<file path="src/rtl/uart_receiver_pkg.sv">
// Shared definitions for the 8N1 UART receiver: FSM state encoding, frame width
// and default baud/synchronizer settings agreed with the transmitter.
package uart_receiver_pkg;

    localparam int DATA_BITS            = 8;
    localparam int DEFAULT_CLKS_PER_BIT = 868;  // 100 MHz / 115200
    localparam int DEFAULT_SYNC_STAGES  = 2;

    typedef enum logic [1:0] {
        S_IDLE  = 2'd0,
        S_START = 2'd1,
        S_DATA  = 2'd2,
        S_STOP  = 2'd3
    } uart_rx_state_e;

endpackage

</file>
<file path="src/rtl/uart_receiver_if.sv">
// Receiver-side signal bundle: serial line in, byte/strobe/status out.
interface uart_receiver_if;
    import uart_receiver_pkg::*;

    logic                 rx;
    logic [DATA_BITS-1:0] data;
    logic                 valid;
    logic                 frame_err;
    logic                 busy;

    modport slave  (input  rx, output data, output valid, output frame_err, output busy);
    modport master (output rx, input  data, input  valid, input  frame_err, input  busy);

endinterface

</file>
<file path="src/rtl/uart_rx_sync.sv">
// Multi-flop synchronizer for the asynchronous rx line; resets to the idle level.
module uart_rx_sync #(
    parameter int STAGES = 2
) (
    input  logic clk,
    input  logic rst,
    input  logic d_i,
    output logic q_o
);

    logic [STAGES-1:0] sync_q;

    always_ff @(posedge clk) begin
        if (rst) sync_q <= '1;
        else     sync_q <= {sync_q[STAGES-2:0], d_i};
    end

    assign q_o = sync_q[STAGES-1];

endmodule

</file>
<file path="src/rtl/uart_receiver.sv">
// 8N1 UART receiver, LSB first: start-bit qualification at mid bit, data sampled
// at bit centres, stop bit checked at its centre with valid/frame_err strobes.
module uart_receiver
    import uart_receiver_pkg::*;
#(
    parameter int CLKS_PER_BIT = DEFAULT_CLKS_PER_BIT,
    parameter int SYNC_STAGES  = DEFAULT_SYNC_STAGES
) (
    input  logic           clk,
    input  logic           rst,
    uart_receiver_if.slave bus
);

    localparam int            CW        = $clog2(CLKS_PER_BIT);
    localparam logic [CW-1:0] BIT_LAST  = CW'(CLKS_PER_BIT - 1);
    localparam logic [CW-1:0] HALF_LAST = CW'(CLKS_PER_BIT / 2 - 1);
    localparam logic [2:0]    IDX_LAST  = 3'(DATA_BITS - 1);

    logic                 rx_s;
    uart_rx_state_e       state_q, state_d;
    logic [CW-1:0]        cnt_q, cnt_d;
    logic [2:0]           bit_idx_q, bit_idx_d;
    logic [DATA_BITS-1:0] shift_q, shift_d;
    logic [DATA_BITS-1:0] data_q, data_d;
    logic                 valid_q, valid_d;
    logic                 ferr_q, ferr_d;
    logic                 brk_q, brk_d;

    uart_rx_sync #(.STAGES(SYNC_STAGES)) u_sync (
        .clk (clk),
        .rst (rst),
        .d_i (bus.rx),
        .q_o (rx_s)
    );

    always_ff @(posedge clk) begin
        if (rst) begin
            state_q   <= S_IDLE;
            cnt_q     <= '0;
            bit_idx_q <= '0;
            shift_q   <= '0;
            data_q    <= '0;
            valid_q   <= 1'b0;
            ferr_q    <= 1'b0;
            brk_q     <= 1'b0;
        end else begin
            state_q   <= state_d;
            cnt_q     <= cnt_d;
            bit_idx_q <= bit_idx_d;
            shift_q   <= shift_d;
            data_q    <= data_d;
            valid_q   <= valid_d;
            ferr_q    <= ferr_d;
            brk_q     <= brk_d;
        end
    end

    always_comb begin
        state_d   = state_q;
        cnt_d     = cnt_q + 1'b1;
        bit_idx_d = bit_idx_q;
        shift_d   = shift_q;
        data_d    = data_q;
        valid_d   = 1'b0;
        ferr_d    = 1'b0;
        brk_d     = brk_q;
        unique case (state_q)
            S_IDLE: begin
                cnt_d = '0;
                // After a framing error the line must go high before we re-arm.
                if (rx_s)        brk_d   = 1'b0;
                else if (!brk_q) state_d = S_START;
            end
            S_START: begin
                if (cnt_q == HALF_LAST) begin
                    cnt_d     = '0;
                    bit_idx_d = '0;
                    state_d   = rx_s ? S_IDLE : S_DATA;
                end
            end
            S_DATA: begin
                if (cnt_q == BIT_LAST) begin
                    cnt_d            = '0;
                    shift_d[bit_idx_q] = rx_s;
                    if (bit_idx_q == IDX_LAST) state_d   = S_STOP;
                    else                       bit_idx_d = bit_idx_q + 3'd1;
                end
            end
            S_STOP: begin
                if (cnt_q == BIT_LAST) begin
                    cnt_d   = '0;
                    state_d = S_IDLE;
                    if (rx_s) begin
                        data_d  = shift_q;
                        valid_d = 1'b1;
                    end else begin
                        ferr_d = 1'b1;
                        brk_d  = 1'b1;
                    end
                end
            end
            default: state_d = S_IDLE;
        endcase
    end

    assign bus.data      = data_q;
    assign bus.valid     = valid_q;
    assign bus.frame_err = ferr_q;
    assign bus.busy      = (state_q != S_IDLE);

endmodule

</file>
<file path="src/flat_wrapper.sv">
// flat-port wrapper written by rule: the top's interface ports become plain ports
module uart_receiver_flat import uart_receiver_pkg::*;
#(
    parameter int CLKS_PER_BIT = DEFAULT_CLKS_PER_BIT,
    parameter int SYNC_STAGES  = DEFAULT_SYNC_STAGES
)
  (clk, rst, bus_rx, bus_data, bus_valid, bus_frame_err, bus_busy);
  uart_receiver_if bus_i ();
  input  logic clk;
  input  logic rst;
  input wire logic [$bits(bus_i.rx)-1:0] bus_rx;
  output wire logic [$bits(bus_i.data)-1:0] bus_data;
  output wire logic [$bits(bus_i.valid)-1:0] bus_valid;
  output wire logic [$bits(bus_i.frame_err)-1:0] bus_frame_err;
  output wire logic [$bits(bus_i.busy)-1:0] bus_busy;
  assign bus_i.rx = bus_rx;
  assign bus_data = bus_i.data;
  assign bus_valid = bus_i.valid;
  assign bus_frame_err = bus_i.frame_err;
  assign bus_busy = bus_i.busy;
  uart_receiver #(.CLKS_PER_BIT(CLKS_PER_BIT), .SYNC_STAGES(SYNC_STAGES)) u_core (.clk(clk), .rst(rst), .bus(bus_i));
endmodule
</file>
<file path="config.mk">
export PLATFORM = sky130hd
export DESIGN_NAME = uart_receiver_flat
export DESIGN_NICKNAME = d
export VERILOG_FILES = /design/src/rtl/uart_receiver_pkg.sv /design/src/rtl/uart_receiver_if.sv /design/src/rtl/uart_rx_sync.sv /design/src/rtl/uart_receiver.sv /design/src/flat_wrapper.sv
export SDC_FILE = /design/constraint.sdc
export NUM_CORES = 1
export LEC_CHECK = 0
export CORE_UTILIZATION = 63
export CTS_BUF_LIST = sky130_fd_sc_hd__clkbuf_8
export DETAILED_ROUTE_END_ITERATION = 6
export GPL_ROUTABILITY_DRIVEN = 0
export PLACE_DENSITY_LB_ADDON = 0.2
export SLEW_MARGIN = 20
export SYNTH_ARGS = -nofsm -noshare
export SYNTH_HDL_FRONTEND = slang
export SYNTH_HIERARCHICAL = 1
export SYNTH_SLANG_ARGS = --single-unit
</file>
<file path="constraint.sdc">
create_clock -name clk -period 3.7 [get_ports clk]
set_input_delay 0.37 -clock clk [delete_from_list [all_inputs] [get_ports clk]]
set_output_delay 0.37 -clock clk [all_outputs]
set_load 0.03 [all_outputs]
</file>
==> key figures <==
Status
  • Status: finished, final reports clean

Detailed routing
  • Via count: 1242
  • Via density: 5.89
  • Iteration-0 DRC Markers: 35
  • DRT Pass-1 Iters: 5
  • Routed Antenna Nets: 0
  • Final WL: approximately 3100 um
  • DR WL/cell: 14.8 um
  • Residual DRC: 0

Placement
  • PortBufs: 13
  • HPWL Detailed: roughly 2100 um
  • Placement-stage cell area: 1730 um2
  • Pre-CTS setup slack: about 1.3 ns

Setup path
  • Worst r2r path cells: 6
  • CP startpoint kind: flop
  • CP Capture Type: flop
  • Critical path class: flop to flop
  • Reg-to-reg slack, setup: between 1 and 1.5 ns
  • Worst path required time: a little under 4 ns
  • CP max FO: 11
  • WP data arrival: roughly 2.5 ns
  • Reg2Reg Capture Point: u_core/bit_idx_q[2]
  • RR Startpoint: u_core/bit_idx_q[0]

Logic synthesis
  • Post-synthesis net count: about 180
  • Syn Inst Count: approximately 170
  • Library cells used by synthesis: 37
  • Seq/Total Area, Yosys: between 40 and 50%
  • Yosys warnings: 6
  • Synthesized area: around 1600 um2
  • Flops & latches, synth: 36
  • Syn Area/Cell: ~9.4 um2

Global route
  • Total global routing overflow: 0
  • Largest net degree at the start of global routing: 20
  • First-pass GRT wire length: ~5200 um
  • Initial antenna violation count: 0
  • Vias in the first global route: around 1100
  • GRT Overall Usage: between 20% and 30%

Final layout
  • Post-route cell area: 1860 um2
  • Layout cells sized above 1: around 8.2%
  • Synthesis-to-layout area growth: 16.6%
  • Nets: between 150 and 200
  • # diodes: 0

STA
  • Final setup vio count: 0
  • Slew HR: about 50%
  • Final hold vios: 0
  • Final setup margin: around 1.4 ns
  • Period utilisation layout: between 60% and 70%
  • Actual slew at the worst max-slew pin: 0.741 ns
  • Final setup TNS: 0 ns
  • Setup Skew: roughly 0.0029 ns
  • Slew Limit Fails: 0
  • Worst hold slack: around 0.42 ns
  • RSZ-0062 raised after global routing: false
  • Final min period: 2.25 ns
  • Fmax: 444 MHz

Worst hold path
  • Hold Path Class: flop to flop
  • Hold Path End: u_core/u_sync/sync_q[1]
  • Hold_sp: u_core/u_sync/sync_q[0]
  • Hold Crit Depth: 1

Floorplanning
  • Initial Utilization: between 60% and 70%
  • IO Pins: 14
  • Die ar.: 2740 um2
  • Std cell rows: 17
  • Height of the die: ~52 um
  • Chip width: 52.3 um
  • Core area: 2300 um2

CTS
  • Root cell of the clock tree: clkbuf_8
  • H-Tree Depth: 2
  • Setup Fix Bufs, Post-CTS: 0
  • Worst skew pair latency: ~0.28 ns
  • Total CTS buffers: 5
  • Clock-pin transition on the worst setup and hold timing paths: about 0.070 ns
  • Post-CTS Hold Buffers: 0
  • Clock Path Buffers: 2
  • Clock sink total: 36
  • # resized after CTS: 0
  • CTS tree: built

Power
  • PwrDens: about 420 nW/um2
  • Worst VDD drop: ~0.00045 V
  • Lkg Pwr: a little under 0.7 nW

Job
  • Max-cap viol count: 0
[metal layers]
layer	up-vias	global-route usage (%)	part of all wire (%)	wire length (um)
li1	616	-	-	-
met5	-	0	0	0
met3	2	8.99	4.6	143
met2	33	41.8	47	1470
met4	0	9.21	0.55	17
met1	591	35.1	48	1490
[kinds of logic (layout without fill, tap and decap cells)]
logic type,count (synthesis),after routing,synth area share [%]
compound gates,11,11,4.94
xor+xnor,8,8,4.40
fa+ha+maj,4,4,3.14
buf+inv,11,25,2.67
flops,36,36,45.2
mux,16,16,10.0
simple gates,83,83,29.6
[cell usage in the layout (no fill, tap or decap), types with 2 or more instances in the layout]
cell type	instances
a21o_1	2
a21oi_1	5
and4_1	3
clkbuf_8	7
clkdlybuf4s50_1	13
dfxtp_1	36
ha_1	4
inv_1	4
mux2i_1	16
nand2_1	15
nand2b_1	2
nand3_1	11
nand3b_1	2
nand4_1	4
nand4b_1	2
nor2_1	22
nor2b_1	3
nor3_1	4
nor3b_1	2
or2_1	2
or4_1	2
xnor2_1	3
xor2_1	5
[registers in the layout, indices dropped and copies added (netlist names), 2 cells and up, named ones only]
signal                cells
u_core/cnt_q             10
u_core/u_sync/sync_q      2
u_core/shift_q            8
u_core/bus.data           8
u_core/bit_idx_q          3
[final cells by class]
type                            instances  area (um2)
Fill cell                             146         439
Clock buffer                            7        96.3
Inverter                                4        15.0
Clock inverter                          1        30.0
Timing Repair Buffer                   13         130
Tap cell                               28        35.0
Multi-Input combinational cell        122         831
Sequential cell                        36         721
[worst max-delay path by stage]
stage,depth (start not counted),endpoint,start
floorplan,6,u_core/bit_idx_q[1],u_core/bit_idx_q[1]
global placement,4,u_core/cnt_q[2],rst
detailed placement,4,u_core/cnt_q[7],rst
CTS,6,u_core/bit_idx_q[2],u_core/bit_idx_q[0]
global route,6,u_core/bit_idx_q[2],u_core/bit_idx_q[0]
finish,6,u_core/bit_idx_q[2],u_core/bit_idx_q[0]
[synthesized netlist by cell type]
| master | n | area [um2] |
|---|---|---|
| nor3b_1 | 2 | 15.0 |
| nor4_4 | 1 | 21.3 |
| nand4b_4 | 1 | 23.8 |
| or2_1 | 2 | 12.5 |
| and4_1 | 3 | 26.3 |
| dfxtp_1 | 36 | 721 |
| nor2b_1 | 3 | 18.8 |
| clkbuf_2 | 1 | 5.00 |
| nand2_1 | 15 | 56.3 |
| o31ai_1 | 1 | 7.51 |
| nand2b_1 | 2 | 12.5 |
| a32oi_2 | 1 | 16.3 |
| a311o_1 | 1 | 10.0 |
| nor3_2 | 1 | 10.0 |
| or2_2 | 1 | 6.26 |
| or4_1 | 2 | 15.0 |
| ha_1 | 4 | 50.1 |
| nand4b_1 | 2 | 17.5 |
| xnor2_1 | 3 | 26.3 |
| mux2i_1 | 16 | 160 |
| o21ai_0 | 1 | 5.00 |
| xor2_1 | 5 | 43.8 |
| buf_1 | 1 | 3.75 |
| nor4_1 | 1 | 6.26 |
| clkbuf_1 | 5 | 18.8 |
| inv_1 | 4 | 15.0 |
| nand4_1 | 4 | 25.0 |
| a21oi_1 | 5 | 25.0 |
| nor2_1 | 22 | 82.6 |
| a21o_1 | 2 | 15.0 |
| or2_4 | 1 | 8.76 |
| nand3_1 | 11 | 55.1 |
| or3_1 | 1 | 6.26 |
| nor4b_1 | 1 | 8.76 |
| or3b_2 | 1 | 8.76 |
| nand3b_1 | 2 | 15.0 |
| nor3_1 | 4 | 20.0 |
[metrics by stage]
| step | std cells | total power [W] | utilization (%) |
|---|---|---|---|
| detailed placement | 203 | 0.000418 | 75.4 |
| CTS | 211 | 0.000783 | 80.9 |
| finish | 211 | 0.000778 | 80.9 |
| floorplan | 169 | 0.000412 | - |
| global route | 211 | 0.000802 | 80.9 |
| global placement | 203 | 0.000417 | 75.4 |
[critical path: stages, from the launching register on]
cell	delay (ns)
dfxtp_1	0.41
ha_1	0.25
ha_1	0.21
or3b_2	0.44
or4_1	0.50
a21o_1	0.22
a21oi_1	0.14
[power breakdown]
group / leakage [nW] / switching [W] / internal [W]
clock: 0.0645 / 0.000131 / 0.000238
combinational: 0.337 / 0.0000106 / 0.00000650
sequential: 0.291 / 0.00000267 / 0.000389
Note: power is estimated with default switching activity, not from simulation.
